==> config.mk <==
export PLATFORM = sky130hd
export DESIGN_NAME = medium_matrix_reader_flat
export DESIGN_NICKNAME = d
export VERILOG_FILES = /design/src/rtl/medium_matrix_reader_pkg.sv /design/src/rtl/medium_matrix_reader_if.sv /design/src/rtl/medium_matrix_reader_idx_counter.sv /design/src/rtl/medium_matrix_reader.sv /design/src/flat_wrapper.sv
export SDC_FILE = /design/constraint.sdc
export NUM_CORES = 1
export LEC_CHECK = 0
export BUFFER_PORTS_ARGS = -buffer_cell sky130_fd_sc_hd__buf_2
export CAP_MARGIN = 20
export CELL_PAD_IN_SITES_DETAIL_PLACEMENT = 1
export CELL_PAD_IN_SITES_GLOBAL_PLACEMENT = 1
export CORE_MARGIN = 3
export CORE_UTILIZATION = 49
export DETAILED_ROUTE_END_ITERATION = 6
export GPL_TIMING_DRIVEN = 0
export MAX_ROUTING_LAYER = met4
export PLACE_DENSITY = 0.82
export SLEW_MARGIN = 20
export SYNTH_ARGS = -nofsm -noshare
export SYNTH_HDL_FRONTEND = slang
export SYNTH_SLANG_ARGS = --single-unit
==> constraint.sdc <==
create_clock -name clk -period 4.6 [get_ports clk]
set_clock_uncertainty 0.05 [all_clocks]
set_input_delay 0.69 -clock clk [delete_from_list [all_inputs] [get_ports clk]]
set_output_delay 0.69 -clock clk [all_outputs]
set_load 0.03 [all_outputs]
==> src/rtl/medium_matrix_reader_pkg.sv <==
// Shared types and sizing helpers for the medium matrix reader.
// FILL/DRAIN encoding, default tile geometry and index-width helper.
package medium_matrix_pkg;

    typedef enum logic {
        FILL  = 1'b0,
        DRAIN = 1'b1
    } state_t;

    localparam int DEF_DIM    = 4;
    localparam int DEF_DATA_W = 4;

    function automatic int idx_w(input int dim);
        return (dim < 2) ? 1 : $clog2(dim);
    endfunction

endpackage

==> src/rtl/medium_matrix_reader_if.sv <==
// Element stream bundle for the matrix reader: input side and output side valid/ready.
// slave = reader, master = tile producer plus column consumer.
interface medium_matrix_reader_if #(
    parameter int DATA_W = medium_matrix_pkg::DEF_DATA_W
);
    logic              in_valid;
    logic              in_ready;
    logic [DATA_W-1:0] in_data;
    logic              out_valid;
    logic              out_ready;
    logic [DATA_W-1:0] out_data;
    logic              out_last;

    modport slave (
        input  in_valid, in_data, out_ready,
        output in_ready, out_valid, out_data, out_last
    );

    modport master (
        output in_valid, in_data, out_ready,
        input  in_ready, out_valid, out_data, out_last
    );
endinterface

==> src/rtl/medium_matrix_reader_idx_counter.sv <==
// Row/col pair counter wrapping at DIM-1; ROW_FAST picks the fast index.
// LOOKAHEAD=1 presents the post-increment pair so callers can prefetch; clear wins over enable.
module medium_matrix_idx_counter
    import medium_matrix_pkg::*;
#(
    parameter int DIM       = DEF_DIM,
    parameter bit ROW_FAST  = 1'b0,
    parameter bit LOOKAHEAD = 1'b0,
    localparam int IW       = idx_w(DIM)
) (
    input  logic          clk,
    input  logic          rst_n,
    input  logic          i_en,
    input  logic          i_clr,
    output logic [IW-1:0] o_row,
    output logic [IW-1:0] o_col,
    output logic          o_last
);
    localparam logic [IW-1:0] MAX = IW'(DIM - 1);

    logic [IW-1:0] r_row;
    logic [IW-1:0] r_col;
    logic [IW-1:0] w_fast;
    logic [IW-1:0] w_slow;
    logic [IW-1:0] w_fast_nxt;
    logic [IW-1:0] w_slow_nxt;
    logic [IW-1:0] w_row_nxt;
    logic [IW-1:0] w_col_nxt;

    assign w_fast = ROW_FAST ? r_row : r_col;
    assign w_slow = ROW_FAST ? r_col : r_row;

    always_comb begin
        w_fast_nxt = (w_fast == MAX) ? '0 : w_fast + 1'b1;
        w_slow_nxt = w_slow;
        if (w_fast == MAX) begin
            w_slow_nxt = (w_slow == MAX) ? '0 : w_slow + 1'b1;
        end
    end

    assign w_row_nxt = ROW_FAST ? w_fast_nxt : w_slow_nxt;
    assign w_col_nxt = ROW_FAST ? w_slow_nxt : w_fast_nxt;

    always_ff @(posedge clk or negedge rst_n) begin
        if (!rst_n) begin
            r_row <= '0;
            r_col <= '0;
        end else if (i_clr) begin
            r_row <= '0;
            r_col <= '0;
        end else if (i_en) begin
            r_row <= w_row_nxt;
            r_col <= w_col_nxt;
        end
    end

    assign o_row  = LOOKAHEAD ? w_row_nxt : r_row;
    assign o_col  = LOOKAHEAD ? w_col_nxt : r_col;
    assign o_last = (o_row == MAX) && (o_col == MAX);
endmodule

==> src/rtl/medium_matrix_reader.sv <==
// Buffers one DIM x DIM row-major tile, then drains it; first output one cycle after last input.
// Output holds under out_ready=0; MEDIUM_MATRIX_READER_TRANSPOSE_EN selects column-major drain.
module medium_matrix_reader
    import medium_matrix_pkg::*;
#(
    parameter int DATA_W = DEF_DATA_W,
    parameter int DIM    = DEF_DIM
) (
    input  logic                   clk,
    input  logic                   rst_n,
    medium_matrix_reader_if.slave  bus,
    output logic                   busy,
    output logic [7:0]             tile_cnt
);
    localparam int IW = idx_w(DIM);
    localparam int AW = idx_w(DIM * DIM);
`ifdef MEDIUM_MATRIX_READER_TRANSPOSE_EN
    localparam bit RD_ROW_FAST = 1'b1;
`else
    localparam bit RD_ROW_FAST = 1'b0;
`endif

    state_t            r_state;
    state_t            w_nxt_state;
    logic [DATA_W-1:0] r_mem [DIM*DIM];

    logic              r_in_ready;
    logic              r_out_valid;
    logic              r_out_last;
    logic              r_busy;
    logic [DATA_W-1:0] r_out_data;
    logic [7:0]        r_tile_cnt;

    logic              w_nxt_out_valid;
    logic              w_nxt_out_last;
    logic [DATA_W-1:0] w_nxt_out_data;
    logic [7:0]        w_nxt_tile_cnt;

    logic              w_in_hs;
    logic              w_out_hs;
    logic              w_fill_done;
    logic [IW-1:0]     w_wr_row;
    logic [IW-1:0]     w_wr_col;
    logic              w_wr_last;
    logic [IW-1:0]     w_rd_nrow;
    logic [IW-1:0]     w_rd_ncol;
    logic              w_rd_nlast;

    function automatic logic [AW-1:0] flat_addr(input logic [IW-1:0] row, input logic [IW-1:0] col);
        return AW'(row) * AW'(DIM) + AW'(col);
    endfunction

    assign w_in_hs  = bus.in_valid && r_in_ready;
    assign w_out_hs = r_out_valid && bus.out_ready;

    medium_matrix_idx_counter #(.DIM(DIM), .ROW_FAST(1'b0), .LOOKAHEAD(1'b0)) u_wr_idx (
        .clk    (clk),
        .rst_n  (rst_n),
        .i_en   (w_in_hs),
        .i_clr  (w_fill_done),
        .o_row  (w_wr_row),
        .o_col  (w_wr_col),
        .o_last (w_wr_last)
    );

    // Read side looks one element ahead so out_data can reload on the accepting edge.
    medium_matrix_idx_counter #(.DIM(DIM), .ROW_FAST(RD_ROW_FAST), .LOOKAHEAD(1'b1)) u_rd_idx (
        .clk    (clk),
        .rst_n  (rst_n),
        .i_en   (w_out_hs),
        .i_clr  (w_fill_done),
        .o_row  (w_rd_nrow),
        .o_col  (w_rd_ncol),
        .o_last (w_rd_nlast)
    );

    always_ff @(posedge clk) begin
        if (w_in_hs) begin
            r_mem[flat_addr(w_wr_row, w_wr_col)] <= bus.in_data;
        end
    end

    always_ff @(posedge clk or negedge rst_n) begin
        if (!rst_n) begin
            r_state <= FILL;
        end else begin
            r_state <= w_nxt_state;
        end
    end

    always_comb begin
        w_nxt_state     = r_state;
        w_nxt_out_valid = r_out_valid;
        w_nxt_out_last  = r_out_last;
        w_nxt_out_data  = r_out_data;
        w_nxt_tile_cnt  = r_tile_cnt;
        w_fill_done     = 1'b0;
        unique case (r_state)
            FILL: begin
                if (w_in_hs && w_wr_last) begin
                    w_nxt_state     = DRAIN;
                    w_nxt_out_valid = 1'b1;
                    w_nxt_out_last  = 1'b0;
                    w_nxt_out_data  = r_mem[0];
                    w_fill_done     = 1'b1;
                end
            end
            DRAIN: begin
                if (w_out_hs) begin
                    if (r_out_last) begin
                        w_nxt_state     = FILL;
                        w_nxt_out_valid = 1'b0;
                        w_nxt_out_last  = 1'b0;
                        w_nxt_tile_cnt  = r_tile_cnt + 8'd1;
                    end else begin
                        w_nxt_out_data  = r_mem[flat_addr(w_rd_nrow, w_rd_ncol)];
                        w_nxt_out_last  = w_rd_nlast;
                    end
                end
            end
            default: ;
        endcase
    end

    always_ff @(posedge clk or negedge rst_n) begin
        if (!rst_n) begin
            r_in_ready  <= 1'b1;
            r_out_valid <= 1'b0;
            r_out_last  <= 1'b0;
            r_out_data  <= '0;
            r_busy      <= 1'b0;
            r_tile_cnt  <= 8'd0;
        end else begin
            r_in_ready  <= (w_nxt_state == FILL);
            r_out_valid <= w_nxt_out_valid;
            r_out_last  <= w_nxt_out_last;
            r_out_data  <= w_nxt_out_data;
            r_busy      <= (w_nxt_state == DRAIN);
            r_tile_cnt  <= w_nxt_tile_cnt;
        end
    end

    assign bus.in_ready  = r_in_ready;
    assign bus.out_valid = r_out_valid;
    assign bus.out_last  = r_out_last;
    assign bus.out_data  = r_out_data;
    assign busy          = r_busy;
    assign tile_cnt      = r_tile_cnt;
endmodule
==> src/flat_wrapper.sv <==
// flat-port wrapper written by rule: the top's interface ports become plain ports
module medium_matrix_reader_flat import medium_matrix_pkg::*;
#(
    parameter int DATA_W = DEF_DATA_W,
    parameter int DIM    = DEF_DIM
)
  (clk, rst_n, busy, tile_cnt, bus_in_valid, bus_in_data, bus_out_ready, bus_in_ready, bus_out_valid, bus_out_data, bus_out_last);
  medium_matrix_reader_if #(.DATA_W(DATA_W)) bus_i ();
  input  logic clk;
  input  logic rst_n;
  output logic busy;
  output logic [7:0] tile_cnt;
  input wire logic [$bits(bus_i.in_valid)-1:0] bus_in_valid;
  input wire logic [$bits(bus_i.in_data)-1:0] bus_in_data;
  input wire logic [$bits(bus_i.out_ready)-1:0] bus_out_ready;
  output wire logic [$bits(bus_i.in_ready)-1:0] bus_in_ready;
  output wire logic [$bits(bus_i.out_valid)-1:0] bus_out_valid;
  output wire logic [$bits(bus_i.out_data)-1:0] bus_out_data;
  output wire logic [$bits(bus_i.out_last)-1:0] bus_out_last;
  assign bus_i.in_valid = bus_in_valid;
  assign bus_i.in_data = bus_in_data;
  assign bus_i.out_ready = bus_out_ready;
  assign bus_in_ready = bus_i.in_ready;
  assign bus_out_valid = bus_i.out_valid;
  assign bus_out_data = bus_i.out_data;
  assign bus_out_last = bus_i.out_last;
  medium_matrix_reader #(.DATA_W(DATA_W), .DIM(DIM)) u_core (.clk(clk), .rst_n(rst_n), .bus(bus_i), .busy(busy), .tile_cnt(tile_cnt));
endmodule
==> reports/metrics.csv <==
stage;metric;value;unit
run_status;status;finished clean;
grt;Global Route Usage Sum;0.1956;
final_layout;share of cells above drive strength 1;0.1906;
setup_path;endpoint type of the worst setup path;flop;
yosys;synthesized instance count;239;
clocking;clk slew on worst S/H paths;90;ps
setup_path;RR Startpoint;u_core.u_rd_idx.r_col[0];
die;core box area;7331;sq um
final_layout;synthesis-to-layout area growth;11.02;%
detailed_routing;1st-iter DRT viols;163;
grt;vias in the first global route;2246;
clocking;Inserted Clock Buffers;9;
clocking;Setup Fix Bufs, Post-CTS;0;
yosys;top cells by area, synth;edfxtp_1 (51%), dfrtp_1 (15%), mux4_1 (7.0%);
setup_path;peak fanout along the critical path;10;
die;overall die width;93.57;um
pwr;LEAKAGE;1.606;nW
setup_path;R2R setup slack;1880;ps
setup_path;Crit Reg-Reg Endpoint;u_core.bus.out_data[0];
place;port bufs;23;
grt;antenna violations before repair;0;
yosys;synthesized flop and latch total;88;
clocking;Root Driver;clkbuf_8;
final_layout;non-filler instance count after layout;377;
sta;Final Critical Period;2724;ps
setup_path;Worst R2R Path Depth;7;
clocking;hold buffers post-CTS;0;
clocking;CTS H-tree depth;3;
clocking;CTS max path bufs;2;
clocking;later-pin clock latency in the skew report;350;ps
grt;GRT overflow;0;
detailed_routing;Residual DRC;0;
place;gpl congestion;0.8115;
clocking;post-cts repair resize count;0;
sta;Setup violations, final;0;
detailed_routing;remaining antenna violation count;0;
detailed_routing;WL per Instance;20.34;um
detailed_routing;max layer used;met4;
clocking;clock sink count;88;
die;Top Ports;24;
die;initial core utilization;0.5125;
place;Placed Cells incl. Taps;361;
yosys;Post-Syn Area;3757;sq um
setup_path;Critical Path Start Type;flop;
yosys;Ys Warns;0;
yosys;Post-synth EDFFs;64;
setup_path;Req. time, crit path;4780;ps
detailed_routing;Via-to-Cell Ratio;5.658;
sta;final worst path period share;0.5922;
pwr;Cell Pwr Density;575.1;nW/um^2
yosys;main flop type after synthesis;edfxtp_1;
grt;first-pass GRT wire length;12250;um
detailed_routing;WL met3;416;um
detailed_routing;final wirelength;7669;um
yosys;leading area contributor after synthesis;edfxtp_1;
die;row cnt;31;
detailed_routing;total number of vias;2133;
detailed_routing;wire length on met2;3845;um
sta;fin. max-slew vios;0;
final_layout;most common cell after layout, fill and taps aside;edfxtp_1;
final_layout;commonest non-fill, non-tap cells in the layout;edfxtp_1 (64), nor2_1 (26), buf_2 (25);
pwr;Worst VDD drop;0.2563;mV
yosys;area fraction of the dominant cell type after synthesis;0.5115;
detailed_routing;DR pass1 iterations;5;
sta;Fmax;367.1;MHz
detailed_routing;Post-Route M1 WL;3338;um
die;Die Span Y;93.57;um
final_layout;final core occ;0.5690;
sta;Slew headroom;0.5078;
yosys;FFs w/ async S/R, synth;0.2727;
sta;Fin. Hold Viols;0;
sta;worst slew pin tran;735.5;ps
setup_path;Worst Path Arrival;2900;ps
sta;setup TNS;0;ps
die;die area;8754;sq um
setup_path;CP Class;flop to flop;
flow_run;maxcap violations;0;
grt;pin count of the biggest net entering global routing;25;
yosys;number of distinct library cells after synthesis;37;
final_layout;number of antenna diodes;0;
sta;RSZ-0062 raised after global routing;no;
final_layout;Total Nets Final;293;
yosys;Synth Area per Inst;15.72;sq um
hold_path;worst min-delay path category;primary input to async pin;
yosys;Seq/Total Area, Yosys;0.6717;
clocking;CTS tree;done;
yosys;syn_nets;259;
place;Post-DP HPWL;5518;um
critical path, stage by stage, from the launching register on:
cell and delay (ps):
dfrtp_1 520, inv_1 100, ha_1 290, clkbuf_1 380
buf_2 370, mux4_1 360, a222oi_1 410, a211oi_1 130
flip-flops by register name (all words and copies together), names as in the netlist:
name and flops:
u_core.bus.out_data 4, u_core.bus.out_valid 1, u_core.r_mem 64, u_core.u_rd_idx.r_col 2, u_core.u_rd_idx.r_row 2, u_core.u_wr_idx.o_row 2
u_core.r_state 1, u_core.bus.in_ready 1, u_core.tile_cnt 8, u_core.u_wr_idx.o_col 2, u_core.bus.out_last 1
worst max path at each step:
stage / slack (ps) / to / startpoint
after floorplan: 2430 / u_core.bus.out_data[1] / u_core.u_rd_idx.r_col[0]
after global placement: 1970 / u_core.bus.out_data[0] / u_core.u_rd_idx.r_col[0]
after detailed placement: 1820 / u_core.bus.out_data[0] / u_core.u_rd_idx.r_col[0]
after CTS: 1810 / u_core.bus.out_data[0] / u_core.u_rd_idx.r_col[0]
after global routing: 1730 / u_core.bus.out_data[0] / u_core.u_rd_idx.r_col[0]
final: 1880 / u_core.bus.out_data[0] / u_core.u_rd_idx.r_col[0]
cells by family (layout without fill, tap and decap cells):
group           after synthesis  after routing  share of synthesized area
simple gates                 71             71                    0.08992
xor+xnor                      7              7                    0.01632
compound gates               26             26                    0.04895
fa+ha+maj                    12             12                    0.03996
flops                        88             88                     0.6717
buf+inv                      17             56                    0.02198
mux                          18             18                     0.1112
per-layer routing:
metal	vias up	track usage
li1	989	-
met2	46	0.3091
met3	7	0.03701
met4	0	0.05415
met1	1091	0.2637
met5	-	-
report_power, final:
| part | internal (W) | switching, W | leakage (nW) |
|---|---|---|---|
| clock network | 0.000200 | 0.000283 | 0.0826 |
| logic | 0.000362 | 0.000511 | 0.647 |
| registers | 0.000960 | 0.0000837 | 0.876 |
| total | 0.00152 | 0.000878 | 1.61 |
synth_stat cells (2+ instances only):
cell      number
nand2_1       19
inv_1         10
mux4_1        10
nor2_1        26
clkbuf_1       2
and2_1         3
edfxtp_1      64
o21ai_0        5
a21oi_1        6
mux2i_1        2
o32ai_1        2
a211oi_1       4
nor3_1         6
mux4_2         6
a222oi_1       4
nand4_1        5
nand3_1        4
ha_1          12
a21o_1         2
buf_2          2
dfrtp_1       23
xnor2_1        6
a32o_1         2
final cells by class:
type	count	area [sq um]
Fill cell	708	3159
Sequential cell	88	2524
Multi-Input combinational cell	134	1151
Clock buffer	9	123.9
Tap cell	99	123.9
Timing Repair Buffer	23	115.1
Clock inverter	7	51.30
Buffer	7	45.04
Inverter	10	37.54
through the flow:
| stage | setup slack [ps] | power, W | hold WS, ps | instance area, sq um |
|---|---|---|---|---|
| finish | 1876 | 0.002399 | 272.2 | 4172 |
| global route | 1728 | 0.002542 | 296.4 | 4172 |
| CTS | 1806 | 0.002425 | 273.9 | 4172 |
| detailed placement | 1817 | 0.001948 | 409.4 | 3996 |
| global placement | 1966 | 0.001897 | 399.5 | 3996 |
| floorplan | 2430 | 0.001674 | 344.4 | 3757 |
Note: power is estimated with default switching activity, not from simulation.
